[config.mk]
export PLATFORM = sky130hd
export DESIGN_NAME = cpu_bus_sequencer
export DESIGN_NICKNAME = d
export VERILOG_FILES = /design/src/rtl/cpu_bus_sequencer.sv
export SDC_FILE = /design/constraint.sdc
export NUM_CORES = 1
export LEC_CHECK = 0
export CORE_MARGIN = 2
export CORE_UTILIZATION = 45
export CTS_CLUSTER_SIZE = 25
export DETAILED_ROUTE_END_ITERATION = 8
export HOLD_SLACK_MARGIN = 0.03
export PLACE_DENSITY = 0.81
export SLEW_MARGIN = 30
export SYNTH_ARGS = -nofsm -noshare
export SYNTH_HDL_FRONTEND = slang
export SYNTH_SLANG_ARGS = --single-unit
export TNS_END_PERCENT = 100
[constraint.sdc]
create_clock -name clk -period 3.1 [get_ports clk]
set_clock_uncertainty 0.15 [all_clocks]
set_input_delay 0.465 -clock clk [delete_from_list [all_inputs] [get_ports clk]]
set_output_delay 0.465 -clock clk [all_outputs]
set_load 0.01 [all_outputs]
[src/rtl/cpu_bus_sequencer.sv]
// Multi-channel byte sequencer: arbitrates channel requests (channel 0 highest priority)
// and runs each granted transfer byte-by-byte on a simple external read/write bus.
module cpu_bus_sequencer #(
    parameter int ADDR_W    = 16,
    parameter int NUM_CH    = 2,
    parameter int MAX_BYTES = 4,
    parameter int TIMEOUT   = 255,
    localparam int LW = (MAX_BYTES > 1) ? $clog2(MAX_BYTES) : 1
) (
    input  logic                      clk,
    input  logic                      reset_n,
    input  logic [NUM_CH-1:0]         ch_req,
    input  logic [NUM_CH-1:0]         ch_we,
    input  logic [NUM_CH*ADDR_W-1:0]  ch_addr,
    input  logic [NUM_CH*LW-1:0]      ch_len,
    input  logic [NUM_CH*8*MAX_BYTES-1:0] ch_wdata,
    output logic [NUM_CH-1:0]         ch_ack,
    output logic                      ch_err,
    output logic [8*MAX_BYTES-1:0]    rdata,
    output logic [ADDR_W-1:0]         bus_addr,
    output logic                      bus_rd_req,
    input  logic                      bus_rd_ack,
    input  logic [7:0]                bus_rd_data,
    output logic [7:0]                bus_wr_data,
    output logic                      bus_wr_enable,
    output logic                      busy
);

    localparam int GW = (NUM_CH > 1) ? $clog2(NUM_CH) : 1;
    localparam int WW = (TIMEOUT > 1) ? $clog2(TIMEOUT + 1) : 1;
    localparam logic [WW-1:0] WAIT_LAST = WW'((TIMEOUT > 0) ? TIMEOUT - 1 : 0);

    typedef enum logic [2:0] {
        IDLE,
        RD_ISSUE,
        RD_WAIT,
        RD_GAP,
        WR,
        DONE
    } state_t;

    state_t state_q, state_d;

    logic [GW-1:0]          grant_q;
    logic [ADDR_W-1:0]      addr_q;
    logic [LW-1:0]          len_q;
    logic [8*MAX_BYTES-1:0] wdata_q;
    logic [LW-1:0]          idx_q;
    logic [WW-1:0]          wait_q;
    logic                   err_q;
    logic [8*MAX_BYTES-1:0] rdata_q;

    logic                   req_any;
    logic [GW-1:0]          sel_idx;
    logic                   sel_we;
    logic [ADDR_W-1:0]      sel_addr;
    logic [LW-1:0]          sel_len;
    logic [8*MAX_BYTES-1:0] sel_wdata;
    logic                   last_byte;
    logic                   timed_out;
    logic                   rd_done;

    // Fixed-priority pick: the first requester found from index 0 upward wins.
    always_comb begin
        req_any   = 1'b0;
        sel_idx   = '0;
        sel_we    = 1'b0;
        sel_addr  = '0;
        sel_len   = '0;
        sel_wdata = '0;
        for (int unsigned c = 0; c < NUM_CH; c++) begin
            if (ch_req[c] && !req_any) begin
                req_any   = 1'b1;
                sel_idx   = GW'(c);
                sel_we    = ch_we[c];
                sel_addr  = ch_addr[c*ADDR_W +: ADDR_W];
                sel_len   = ch_len[c*LW +: LW];
                sel_wdata = ch_wdata[c*8*MAX_BYTES +: 8*MAX_BYTES];
            end
        end
    end

    // An ack on the same edge as the timeout wins, so timed_out excludes bus_rd_ack.
    always_comb begin
        last_byte = (idx_q == len_q);
        timed_out = (TIMEOUT != 0) && !bus_rd_ack && (wait_q == WAIT_LAST);
        rd_done   = bus_rd_ack || timed_out;
    end

    always_comb begin
        state_d = state_q;
        case (state_q)
            IDLE:     if (req_any) state_d = sel_we ? WR : RD_ISSUE;
            RD_ISSUE: state_d = RD_WAIT;
            RD_WAIT:  if (rd_done) state_d = last_byte ? DONE : RD_GAP;
            RD_GAP:   state_d = RD_ISSUE;
            WR:       if (last_byte) state_d = DONE;
            DONE:     state_d = IDLE;
            default:  state_d = IDLE;
        endcase
    end

    always_ff @(posedge clk) begin
        if (!reset_n) state_q <= IDLE;
        else          state_q <= state_d;
    end

    // The byte index stops at len so bus_addr keeps showing the last byte's address.
    always_ff @(posedge clk) begin
        if (!reset_n) begin
            grant_q <= '0;
            addr_q  <= '0;
            len_q   <= '0;
            wdata_q <= '0;
            idx_q   <= '0;
            wait_q  <= '0;
            err_q   <= 1'b0;
            rdata_q <= '0;
        end else begin
            case (state_q)
                IDLE: begin
                    if (req_any) begin
                        grant_q <= sel_idx;
                        addr_q  <= sel_addr;
                        len_q   <= sel_len;
                        wdata_q <= sel_wdata;
                        idx_q   <= '0;
                        err_q   <= 1'b0;
                        if (!sel_we) begin
                            for (int unsigned b = 0; b < MAX_BYTES; b++) begin
                                if (b > 32'(sel_len)) rdata_q[b*8 +: 8] <= '0;
                            end
                        end
                    end
                end
                RD_ISSUE: wait_q <= '0;
                RD_WAIT: begin
                    if (rd_done) begin
                        rdata_q[{idx_q, 3'b000} +: 8] <= bus_rd_ack ? bus_rd_data : 8'hFF;
                        if (!bus_rd_ack) err_q <= 1'b1;
                        if (!last_byte) idx_q <= idx_q + 1'b1;
                    end else begin
                        wait_q <= wait_q + 1'b1;
                    end
                end
                WR: if (!last_byte) idx_q <= idx_q + 1'b1;
                default: ;
            endcase
        end
    end

    always_comb begin
        ch_ack = '0;
        if (state_q == DONE) ch_ack[grant_q] = 1'b1;
        ch_err        = (state_q == DONE) && err_q;
        busy          = (state_q != IDLE);
        bus_rd_req    = (state_q == RD_ISSUE) || (state_q == RD_WAIT);
        bus_wr_enable = (state_q == WR);
        bus_wr_data   = (state_q == WR) ? wdata_q[{idx_q, 3'b000} +: 8] : 8'h00;
        bus_addr      = addr_q + ADDR_W'(idx_q);
        rdata         = rdata_q;
    end

endmodule

# Yosys cells after proc, flatten, opt, wreduce, memory -nomap -nowiden
# Cells that the tools add are included.
word_totals:
  elab_cells: 102
  input_bits: 115
  register_bits: 97
  output_inout_bits: 62
classes:
  addsub: 4
  n_reduce_logical: 22
  n_mux: 40
  n_eq_ne: 16
  order_cmp: 5
  shifts: 3
ops:
  columns: ["op", "n"]
  rows:
  - ["32-bit two-way mux", 3]
  - ["24-bit two-way mux", 2]
  - ["8-bit two-way mux", 6]
  - ["24-bit case mux with 2 select lines", 1]
  - ["32-bit bitwise mux", 1]
  - ["16-bit two-way mux", 2]
  - ["8-bit by 7-bit variable shift with 32-bit output, first input constant", 1]
  - ["32-bit by 6-bit indexed part select with 8-bit output", 1]
  - ["8-bit by 7-bit indexed part select with 32-bit output", 1]
  - ["16-bit by 2-bit adder with 16-bit output", 1]
  - ["2-bit inequality test, second input constant", 8]
  - ["8-bit case mux with 2 select lines", 1]
  - ["3-bit two-way mux", 5]
  - ["3-bit case mux with 5 select lines", 1]
  - ["5-bit AND reduction", 3]
  - ["2-bit two-way mux", 6]
  - ["1-bit two-way mux", 9]
  - ["8-bit by 1-bit adder with 8-bit output, second input constant", 1]
  - ["8-bit == test, second input constant", 1]
  - ["5-bit negator with 7-bit output", 1]
  - ["3-bit by 2-bit == test with 1-bit output, second input constant", 2]
  - ["3-bit == test, second input constant", 2]
  - ["2-bit case mux with 3 select lines", 1]
  - ["2-bit AND reduction", 3]
  - ["18 further kinds", 27]

# Logic depth before layout (Yosys ltp)
logic_depth:
  depth_word: 9
  mapped_depth: 8
  ltp_nobuf: 7

# Least setup slack after synthesis
# OpenSTA, ideal clock, no wires.
synth_path:
  kind: "register to register"
  from: "reg idx_q[0]"
  to: "reg rdata_q[14], in the netlist rdata[14]"
  path_buffers: 1
  arrival_time_ns: 2.168
  required_time_ns: 2.891
  path_slack_ns: 0.724
  setup_time_ns: 0.059
  synth_period_minus_slack_ns: 2.376
  path_stages_with_launch: 7
  path_cell_list: "dfxtp_1 -> clkbuf_1 -> inv_1 -> ha_1 -> nor3b_1 -> nand4_1 -> a2bb2o_1"
synth_via:
  elab_chain_cells: 5
  word_cells_on_any_way: 6
  classes_between: "add/sub (1); shift (2); mux (3)"
synth_rtl:
  columns: ["element", "line_no", "source"]
  rows:
  - ["start, declared", "48", "logic [LW-1:0] idx_q;"]
  - ["start signal, assigned", "141", "if (!last_byte) idx_q <= idx_q + 1'b1;"]
  - ["start signal, assigned", "146", "WR: if (!last_byte) idx_q <= idx_q + 1'b1;"]
  - ["5-bit negator with 7-bit output *", "139", "rdata_q[{idx_q, 3'b000} +: 8] <= bus_rd_ack ? bus_rd_data : 8'hFF;"]
  - ["8-bit by 7-bit indexed part select with 32-bit output or 8-bit by 7-bit variable shift with 32-bit output (tied branches)", "139", null]
  - ["32-bit bitwise mux *", "139", null]
  - ["32-bit two-way mux *", "138", "if (rd_done) begin"]
  - ["24-bit case mux with 2 select lines *", "120", "case (state_q)"]
  - ["end signal, assigned by index", "139", null]
  - ["end, declared", "51", "logic [8*MAX_BYTES-1:0] rdata_q;"]
# Every way passes the cells marked *; elsewhere a longest branch is shown, timed or not. The select of a mux whose other input is x is not followed.
# A chain may end at the register's enable or synchronous reset.

# Final worst setup path
layout_path:
  from: "reg addr_q[1]"
  to: "out bus_addr[13]"
layout_via:
  elab_chain_cells: 1
layout_rtl:
  columns: ["element", "line_no", "source"]
  rows:
  - ["start, declared", "45", "logic [ADDR_W-1:0] addr_q;"]
  - ["start signal, assigned", "124", "addr_q <= sel_addr;"]
  - ["16-bit by 2-bit adder with 16-bit output", "160", "bus_addr = addr_q + ADDR_W'(idx_q);"]
  - ["end, declared", "20", "output logic [ADDR_W-1:0] bus_addr,"]
# No other way between the ends.

==> key figures <==
Status
  • Status: finished clean

STA
  • Tcrit/Tclk final: 0.950
  • Pins Over Slew Limit: 0
  • Fin crit period: about 2.9 ns
  • Highest clock rate: about 0.34 GHz
  • RSZ-0062 raised after global routing: no
  • Setup tns final: 0 ns
  • Fin. Hold Viols: 0
  • Final setup fails: 0
  • Max-slew headroom: 0.590
  • Slew of the pin with the lowest slew margin: just over 0.6 ns

Layout
  • Commonest non-fill, non-tap cells in the layout: clkdlybuf4s50_1 (174), dfxtp_1 (97), nor2_1 (60), nor3_1 (43), nand2_1 (41)
  • Final net count: 822
  • Area of the multi-input gates: between 2000 and 3000 µm²
  • Filler cells: 853
  • Register Area: 1940 µm²
  • Area grow syn2layout: 44.7%
  • Commonest non-fill, non-tap cell in the layout: clkdlybuf4s50_1
  • Ant. Diodes: 0
  • Post-route insts no fill: 839
  • Layout cells sized above 1: 0.0697

Logic synthesis
  • Most area-hungry cell type in the Yosys netlist: dfxtp_1
  • Ys flop type: dfxtp_1
  • Largest cells by area after synthesis: dfxtp_1 (41%), a221oi_1 (7.4%), nor2_1 (4.9%), nor3_1 (4.8%), mux4_2 (3.8%)
  • Synth Register Bits: 97
  • Async SR Flop Fraction: 0
  • Top-area cell type share of the netlist area: 0.412
  • Register area share after synthesis: 0.412
  • Post-synthesis cell type count: 53
  • Synth Instances: around 540
  • Synth warn: 0
  • Syn nets: about 660
  • Syn Std Cell Area: approximately 4700 µm²
  • Number of synthesized flops with an enable pin: 0
  • Avg Inst Size Synth: roughly 8.7 µm²

Worst setup path
  • Critical path's largest stage delay: about 0.56 ns
  • Worst path slowest cell: clkdlybuf4s50_1
  • Crit-path cells: ha_1, a21o_1, nand3_1, nor3_4, nand3_1, xnor2_1, clkdlybuf4s50_1
  • Worst r2r src: wait_q[0]
  • Critical path endpoint category: primary output
  • Family with the most delay on the worst path: buffers and inverters
  • Crit path max fanout: 3
  • Critical path startpoint category: flip-flop
  • Worst path bufs/invs: 1
  • Most Frequent Cell on Critical Path: nand3_1
  • CP required: between 2 and 2.5 ns
  • Critical Path Source: addr_q[1]
  • Data arrival, critical path: about 2.3 ns
  • Crit path kind: reg -> out

Routing
  • 1st-pass router iterations: 5
  • Vias per cell: 5.74
  • Vias: 4,820
  • DR iter-0 viols: between 200 and 300
  • WL final: about 14,000 µm
  • Routed Antenna Nets: 0
  • Routed wl met3: a little under 800 µm
  • Number of remaining DRC errors: 0
  • Met1 wire length: 6090 µm
  • DR WL/cell: ~17 µm
  • Max Used Layer: met4
  • Met2 Routed Length: around 7000 µm

Clock network
  • Root Driver: clkbuf_8
  • Reg clk slew, reported paths: approximately 0.090 ns
  • Clock Sinks: 97
  • CTS Buffer Depth: 2
  • CTS tree: done
  • H-Tree Depth: 3
  • Clock latency on the worst-skew pair: roughly 0.35 ns
  • CTS buffer count: 9

Floorplanning
  • Die Area: around 11,000 µm²
  • Die height: around 110 µm
  • Core area: ~10,000 µm²
  • Starting Density: 0.460
  • IO Count: between 150 and 200
  • # rows: 37
  • Chip width: 106 µm

Power and ir drop
  • Clock power share: 0.206
  • Sw Ratio: 0.347
  • Switching power: about 1.3 mW
  • VDD IR-drop max: between 200 and 300 µV
  • Internal Power: about 2.5 mW
  • Leak pwr: roughly 2.6 nW
  • Comb pwr share: 0.374
  • PD cells: between 500 and 600 nW/µm²
  • Sequential power share: 0.420

Placement
  • Final HPWL DP: 10,700 µm
  • Placed insts: 823
  • Input/output buffers: ~180
  • Gpl congestion: 0.866

Run
  • Max-Cap Viols: 0

GRT
  • Total grt overflow: 0
  • Vias in the first global route: roughly 4,700
  • Largest net degree at the start of global routing: 47
  • Initial antenna violation count: 0
  • First-pass GRT wire length: between 20,000 and 25,000 µm
  • Global Route Usage Sum: 0.254

Min path
  • Min-delay src: rdata[0]
  • Hold Crit Class: reg -> reg
## synth_stat cells, drive strengths merged (13+ instances only)
master	count
nand3	17
inv	16
nand2b	13
dfxtp	97
nand2	41
nor2	61
nor3	46
a221oi	40
o22ai	18
a21oi	26
clkbuf	35
and3	15
## cells by family after synthesis
family	Yosys count	synth area share
DFF	97	0.412
muxes	10	0.0425
AOI/OAI and AO/OA	135	0.218
and+or+nand+nor	208	0.211
buffers and inverters	57	0.0481
adders and majority gates	10	0.0276
xor gates and xnor gates	22	0.0409
## repair_timing
action	CTS	global route
resized for setup	2	6
hold buffers	0	0
pin swaps	0	1
endpoints found under the setup margin	3	6
setup buffers	0	0
## worst register-to-register path: stages (launching register included)
cell,delay (ns)
dfxtp_1,0.36
inv_1,0.09
ha_1,0.15
and3_1,0.19
a21o_1,0.30
nor3b_1,0.34
nand4_1,0.38
a2bb2o_1,0.37
## sequential cells by signal, summed over array words and instances, names as in the netlist
register / cells
len_q: 2
idx_q: 2
wdata_q: 32
grant_q: 1
err_q: 1
rdata: 32
wait_q: 8
state_q: 3
addr_q: 16
## through the flow
step	utilization	worst slack, ns	power [mW]	instance area [µm²]	hold WS [ns]
finish	0.666	0.154	3.83	6820	0.310
global route	0.666	0.0105	4.07	6820	0.338
CTS	0.664	0.00541	3.84	6790	0.310
detailed placement	0.645	0.367	3.06	6600	0.301
global placement	0.645	0.369	3.01	6600	0.295
floorplan	-	0.724	2.45	4710	0.298
## metal layers
layer / up-vias / GRT usage
met4: 0 / 0.0855
met3: 28 / 0.0386
met2: 185 / 0.435
li1: 2317 / -
met1: 2290 / 0.327
met5: - / 0
## cell type report
type | count | share of cell area
Clock buffer | 11 | 0.0193
Multi-Input combinational cell | 385 | 0.379
Clock inverter | 5 | 0.00826
Timing Repair Buffer | 188 | 0.274
Sequential cell | 97 | 0.285
Tap cell | 136 | 0.0250
Inverter | 17 | 0.00936
## power by group through the flow
stage / sequential, mW / combinational (mW) / clock, mW
finish: 1.61 / 1.43 / 0.792
global route: 1.64 / 1.57 / 0.859
CTS: 1.60 / 1.43 / 0.806
detailed placement: 1.63 / 1.43 / 0
global placement: 1.62 / 1.39 / 0
floorplan: 1.58 / 0.875 / 0
## final timing paths
check	slack (ns)	endpoint	depth (start not counted)
hold reg to reg	0.31	rdata[0]	2
setup reg to reg	0.70	rdata[14]	7
hold / removal	0.31	rdata[0]	2
setup / recovery	0.15	bus_addr[13]	7
No activity file was read; power rests on OpenSTA's default activity.
==> variant 1, RTL diff (same settings) <==
Set the parameter `ADDR_W` to 15 (it was 16).
--- a/src/rtl/cpu_bus_sequencer.sv
+++ b/src/rtl/cpu_bus_sequencer.sv
@@ -3,3 +3,3 @@
 module cpu_bus_sequencer #(
-    parameter int ADDR_W    = 16,
+    parameter int ADDR_W    = 15,
     parameter int NUM_CH    = 2,
Interface: changed (resized bus_addr and ch_addr); port bits go from 177 to 174. The function was not compared with the original's and may differ.
==> variant 1 against the unedited design <==
Area after synthesis shrank 1.6%. Worst setup slack worse by 0.00068 ns. Core utilization down 0.35 points. Critical path depth is 1 lower. Global-route usage down 0.58 points. Cell count is 0.48% lower. Clock power is 13% higher. Wire length fell by 3.9%. Sequential cell count shrank 1. Power fell by 0.78%. Largest cell class unchanged. Cell area fell by 1.4%. Hold slack better by 0.0018 ns.
==> variant 1: results (changes against the unedited design) <==
Pwr
  • Leak Pwr: 2.42 nW (was 2.60 nW)
  • Sw Ratio: 33.9% (was 34.7%)
  • Worst VDD drop: 0.238 mV (was 0.264 mV)

GRT
  • Routing usage on met1: 29.9% (was 32.7%)
  • Vias in the first global route: 4,655 (was 4,690)
  • First-pass GRT wire length: 22.2 mm (was 23.1 mm)
  • Gr usage total: 24.8% (was 25.4%)
  • GRT met2 Usage: 42.9% (was 43.5%)

Place
  • Final HPWL from detailed placement: 10.5 mm (was 10.7 mm)
  • Post-Place Cell Area: 0.00648 mm² (was 0.00660 mm²)
  • Port bufs: 173 (was 176)
  • Pre-CTS setup slack: 0.437 ns (was 0.367 ns)

Final layout
  • Layout cell share with drive strength beyond 1: 7.58% (was 6.97%)
  • Filler Cell Count: 811 (was 853)
  • Fin nets: 817 (was 822)

Synth
  • Most frequent cells after synthesis: 96 x dfxtp_1, 63 x nor2_1, 46 x nand2_1 (was 97 x dfxtp_1, 61 x nor2_1, 45 x nor3_1)
  • Syn Inst Count: 536 (was 539)
  • Mapped Nets: 659 (was 663)
  • Netlist cell types: 51 (was 53)
  • Register area share after synthesis: 41.5% (was 41.2%)

Detailed routing
  • Via/cell ratio: 5.77 (was 5.74)
  • DR iter-0 viols: 238 (was 299)
  • Final WL: 13.8 mm (was 14.4 mm)
  • Routed length per instance: 16.5 µm (was 17.1 µm)
  • DRT Pass-1 Iters: 4 (was 5)

Run status
  • Status: finished, final reports clean (unchanged)

Worst setup path
  • Worst setup endpoint: bus_addr[10] (was bus_addr[13])
  • R2R setup slack: 0.73 ns (was 0.70 ns)
  • Family with the most delay on the worst path: adder cells (was buffers and inverters)
  • Critical path startpoint: addr_q[0]$_SDFFE_PN0P_ (was addr_q[1]$_SDFFE_PN0P_)
  • Reg-to-Reg End: rdata[21]$_SDFFE_PN0P_ (was rdata[14]$_SDFFE_PN0P_)

Timing
  • FMAX: 0.339 GHz (about the same)
  • Slew @ Worst Pin: 0.696 ns (was 0.613 ns)

Hold path
  • Hold endpoint: rdata[2]$_SDFFE_PN0P_ (was rdata[0]$_SDFFE_PN0P_)
## variant 1: cell types whose count changed in the layout (fill, tap and decap cells not counted), moves of 5 or more
cell,unedited run,this run
a211oi_1,2,9
a21oi_1,24,11
a32o_1,8,0
and2_1,1,10
and3_1,15,4
nand2_1,41,46
nand2b_1,13,2
nand3_1,16,10
nand3b_1,2,7
o21ai_0,10,19
o22ai_1,18,35
o2bb2ai_1,7,0
xnor2_1,10,15
xor2_1,12,7
## variant 1: layout make-up
cell class              instances  area (µm²)  share of cell area, %
inverters                      15        56.3                  0.838
repair buffers                187        1830                   27.3
well taps                     136         170                   2.53
flip-flops and latches         96        1920                   28.6
multi-input cells             385        2520                   37.5
clock inverters                 6        90.1                   1.34
clock buffers                  10         128                   1.90
## variant 1: power by group through the flow
stage          logic (mW)  clock network [mW]  registers, mW
2_1_floorplan       0.821                   0           1.55
3_5_place_dp         1.32                   0           1.61
4_1_cts              1.32               0.911           1.58
6_report             1.33               0.895           1.58
3_3_place_gp         1.28                   0           1.59
5_1_grt              1.46               0.966           1.61
## variant 1: what timing repair did
| action | in CTS | in global routing |
|---|---|---|
| setup endpoints to repair | 0 | 16 |
| gates resized for setup | 0 | 7 |
| endpoints found under the hold margin | 0 | 0 |
## variant 1: routing by layer
layer | vias to the layer above | wire length [µm]
met5 | - | 0
met4 | 0 | 323
met3 | 27 | 1090
met2 | 207 | 6920
met1 | 2288 | 5480
li1 | 2294 | -
## variant 1: kinds of logic (layout without fill, tap and decap cells)
family / after synthesis / in the layout / share of synthesized area [%]
and+or+nand+nor: 209 / 209 / 21.8
DFF: 96 / 96 / 41.5
muxes: 9 / 9 / 4.11
buffers and inverters: 55 / 218 / 4.89
xor gates and xnor gates: 22 / 22 / 4.16
adders and majority gates: 10 / 10 / 2.86
AOI/OAI and AO/OA: 135 / 135 / 20.7
==> variant 2, RTL diff (config.mk and constraints unchanged) <==
Made on the original files. Put a register stage on the output `ch_err`, cleared by the reset. The value now appears one clock later. The other outputs are not delayed to match.
--- a/src/rtl/cpu_bus_sequencer.sv
+++ b/src/rtl/cpu_bus_sequencer.sv
@@ -40,2 +40,4 @@
     } state_t;
+
+    logic ch_err_d;
 
@@ -154,3 +156,3 @@
         if (state_q == DONE) ch_ack[grant_q] = 1'b1;
-        ch_err        = (state_q == DONE) && err_q;
+        ch_err_d      = (state_q == DONE) && err_q;
         busy          = (state_q != IDLE);
@@ -163,2 +165,10 @@
 
+    always_ff @(posedge clk) begin
+        if (!reset_n) begin
+            ch_err <= '0;
+        end else begin
+            ch_err <= ch_err_d;
+        end
+    end
+
 endmodule
Behaviour: no difference found for any inputs over 4 cycles, from zero or initial values and one cycle with reset_n low; that may be too few to reach the edited logic, so the function may still have changed.
==> variant 2 against the unedited design <==
Wire length increased by 2.5%. Register-to-register slack got worse by 0.11 ns. Area after synthesis increased by 4.6%. Worst setup slack got worse by 0.018 ns. Die area increased by 4.4%. Power increased by 2.4%. Highest routed layer unchanged. Sequential cell count increased by 1. Hold slack got worse by 0.0036 ns. Global-route usage decreased by 0.27 points. Critical path depth unchanged. Cell area increased by 2.7%. Largest cell class unchanged.
==> variant 2: results (changes against the unedited design) <==
Run status
  • Status: finished, final reports clean (unchanged)

Synth
  • Largest cells by area after synthesis: dfxtp_1 40%, a221oi_1 7.1%, nor3b_1 5.9%, nand2_1 5.0%, nor2_1 4.6% (was dfxtp_1 41%, a221oi_1 7.4%, nor2_1 4.9%, nor3_1 4.8%, mux4_2 3.8%)
  • Yosys top cell area share: 39.8% (was 41.2%)
  • Most frequent cells after synthesis: 98 x dfxtp_1, 65 x nand2_1, 60 x nor2_1 (was 97 x dfxtp_1, 61 x nor2_1, 45 x nor3_1)
  • Syn. warnings: 0 (unchanged)
  • Netlist cell types: 51 (was 53)
  • Register area share after synthesis: 39.8% (was 41.2%)
  • Mapped Nets: 672 (was 663)
  • Syn Inst Count: 548 (was 539)
  • Synth async-reset ratio: 0% (unchanged)

Pwr
  • Leak Pwr: 2.68 nW (was 2.60 nW)
  • Sw Ratio: 35.2% (was 34.7%)
  • Worst VDD drop: 0.288 mV (was 0.264 mV)

Timing
  • Slew Viols, Final: 0 (unchanged)
  • # setup viols final: 0 (unchanged)
  • Slew @ Worst Pin: 0.623 ns (was 0.613 ns)

Detailed routing
  • DRT Pass-1 Iters: 5 (unchanged)
  • Routed length per instance: 17.4 µm (was 17.1 µm)
  • Via/cell ratio: 5.74 (about the same)
  • DR iter-0 viols: 289 (was 299)

Final layout
  • Fin nets: 827 (was 822)
  • Layout cell share with drive strength beyond 1: 7.20% (was 6.97%)
  • Non-filler instance count after layout: 848 (was 839)
  • N_diodes: 0 (unchanged)

Clock tree
  • Clk_lat worst skew: 0.38 ns (was 0.35 ns)
  • Clock slew at the register clock pins of the worst setup and hold paths: around 0.10 ns
  • Cts bufs inserted: 9 (unchanged)
  • H-tree Lvls: 3 (unchanged)
  • Post-CTS Setup Bufs: 0 (unchanged)
  • Clk buf depth: 2 (unchanged)
  • Root buf cell: clkbuf_8 (unchanged)

GRT
  • Antenna violations before repair: 0 (unchanged)
  • Vias in the first global route: 4,745 (was 4,690)
  • First-pass GRT wire length: 23.3 mm (was 23.1 mm)
  • Gr usage total: 25.1% (was 25.4%)
  • Largest net degree at the start of global routing: 62 (was 47)

Hold path
  • Worst Hold Class: reg -> reg (unchanged)

Place
  • Final HPWL from detailed placement: 10.9 mm (was 10.7 mm)
  • Port bufs: 176 (unchanged)
  • Cell count after placement: 832 (was 823)
  • Routability-driven placement congestion ratio: 0.885 (was 0.866)

Worst setup path
  • Worst-path fanout max: 3 (unchanged)
[variant 2: cell types whose count changed in the layout (fill, tap and decap cells not counted), moves of 9 or more]
| cell | before | now |
|---|---|---|
| nand2_1 | 41 | 65 |
| o22ai_1 | 18 | 27 |
| nor3b_1 | 1 | 39 |
| a21boi_0 | 0 | 9 |
| a21oi_1 | 24 | 8 |
| nor3_1 | 43 | 3 |
| o211a_1 | 2 | 12 |
[variant 2: power by group through the flow]
stage / clock (mW) / sequential [mW] / combinational (mW)
2_1_floorplan: 0 / 1.59 / 0.922
3_3_place_gp: 0 / 1.63 / 1.41
3_5_place_dp: 0 / 1.65 / 1.44
4_1_cts: 0.878 / 1.62 / 1.45
5_1_grt: 0.932 / 1.65 / 1.58
6_report: 0.863 / 1.62 / 1.44
[variant 2: final cells by class]
cell class | instances | area (µm²)
flip-flops and latches | 98 | 1960
fillers | 910 | 3740
clock inverters | 6 | 75.1
inverters | 8 | 30.0
clock buffers | 10 | 128
repair buffers | 184 | 1830
well taps | 140 | 175
multi-input cells | 402 | 2800
[variant 2: worst max-delay path, cell delays in order, from the launching register on]
cell	delay, ns
dfxtp_1	0.36
ha_1	0.28
a21o_1	0.15
nand3_1	0.12
nor3_2	0.22
nand3_1	0.14
xnor2_1	0.14
clkdlybuf4s50_1	0.55
[variant 2: kinds of logic (layout without fill, tap and decap cells)]
group	after synthesis	in the layout	synth area share [%]
XOR/XNOR	22	22	3.91
buffers and inverters	48	208	3.96
multiplexers	10	10	4.06
flip-flops	98	98	39.8
adder cells (fa/ha/maj)	10	10	2.64
AO/OA/AOI/OAI	128	128	20.9
AND/OR/NAND/NOR	232	232	24.7
[variant 2: stage by stage]
stage	instance area, µm²	worst slack, ns	utilization (%)
3_5_place_dp	6770	0.370	63.0
5_1_grt	7000	0.00921	65.2
2_1_floorplan	4930	0.934	-
4_1_cts	6990	0.0233	65.0
6_report	7000	0.135	65.2
3_3_place_gp	6770	0.420	63.0
[variant 2: repair_timing]
action / CTS / global route
setup endpoints to repair: 3 / 6
pin swaps: 0 / 1
resized for setup: 2 / 4
[variant 2: worst paths after layout]
check | cells after the start | slack, ns | startpoint | end
worst max-delay path | 7 | 0.14 | addr_q[1]$_SDFFE_PN0P_ | bus_addr[15]
worst max register to register | 6 | 0.59 | state_q[2]$_SDFFE_PN0P_ | rdata[9]$_SDFFE_PN0P_
worst min-delay path | 2 | 0.31 | err_q$_SDFFE_PN0P_ | ch_err$_SDFF_PN0_
worst min register to register | 2 | 0.31 | err_q$_SDFFE_PN0P_ | ch_err$_SDFF_PN0_
[variant 2: layer usage]
layer  wire (µm)  track usage [%]
met2        7140             42.8
met4         391             8.79
met5           0                0
met3        1080             7.23
met1        6120             30.3
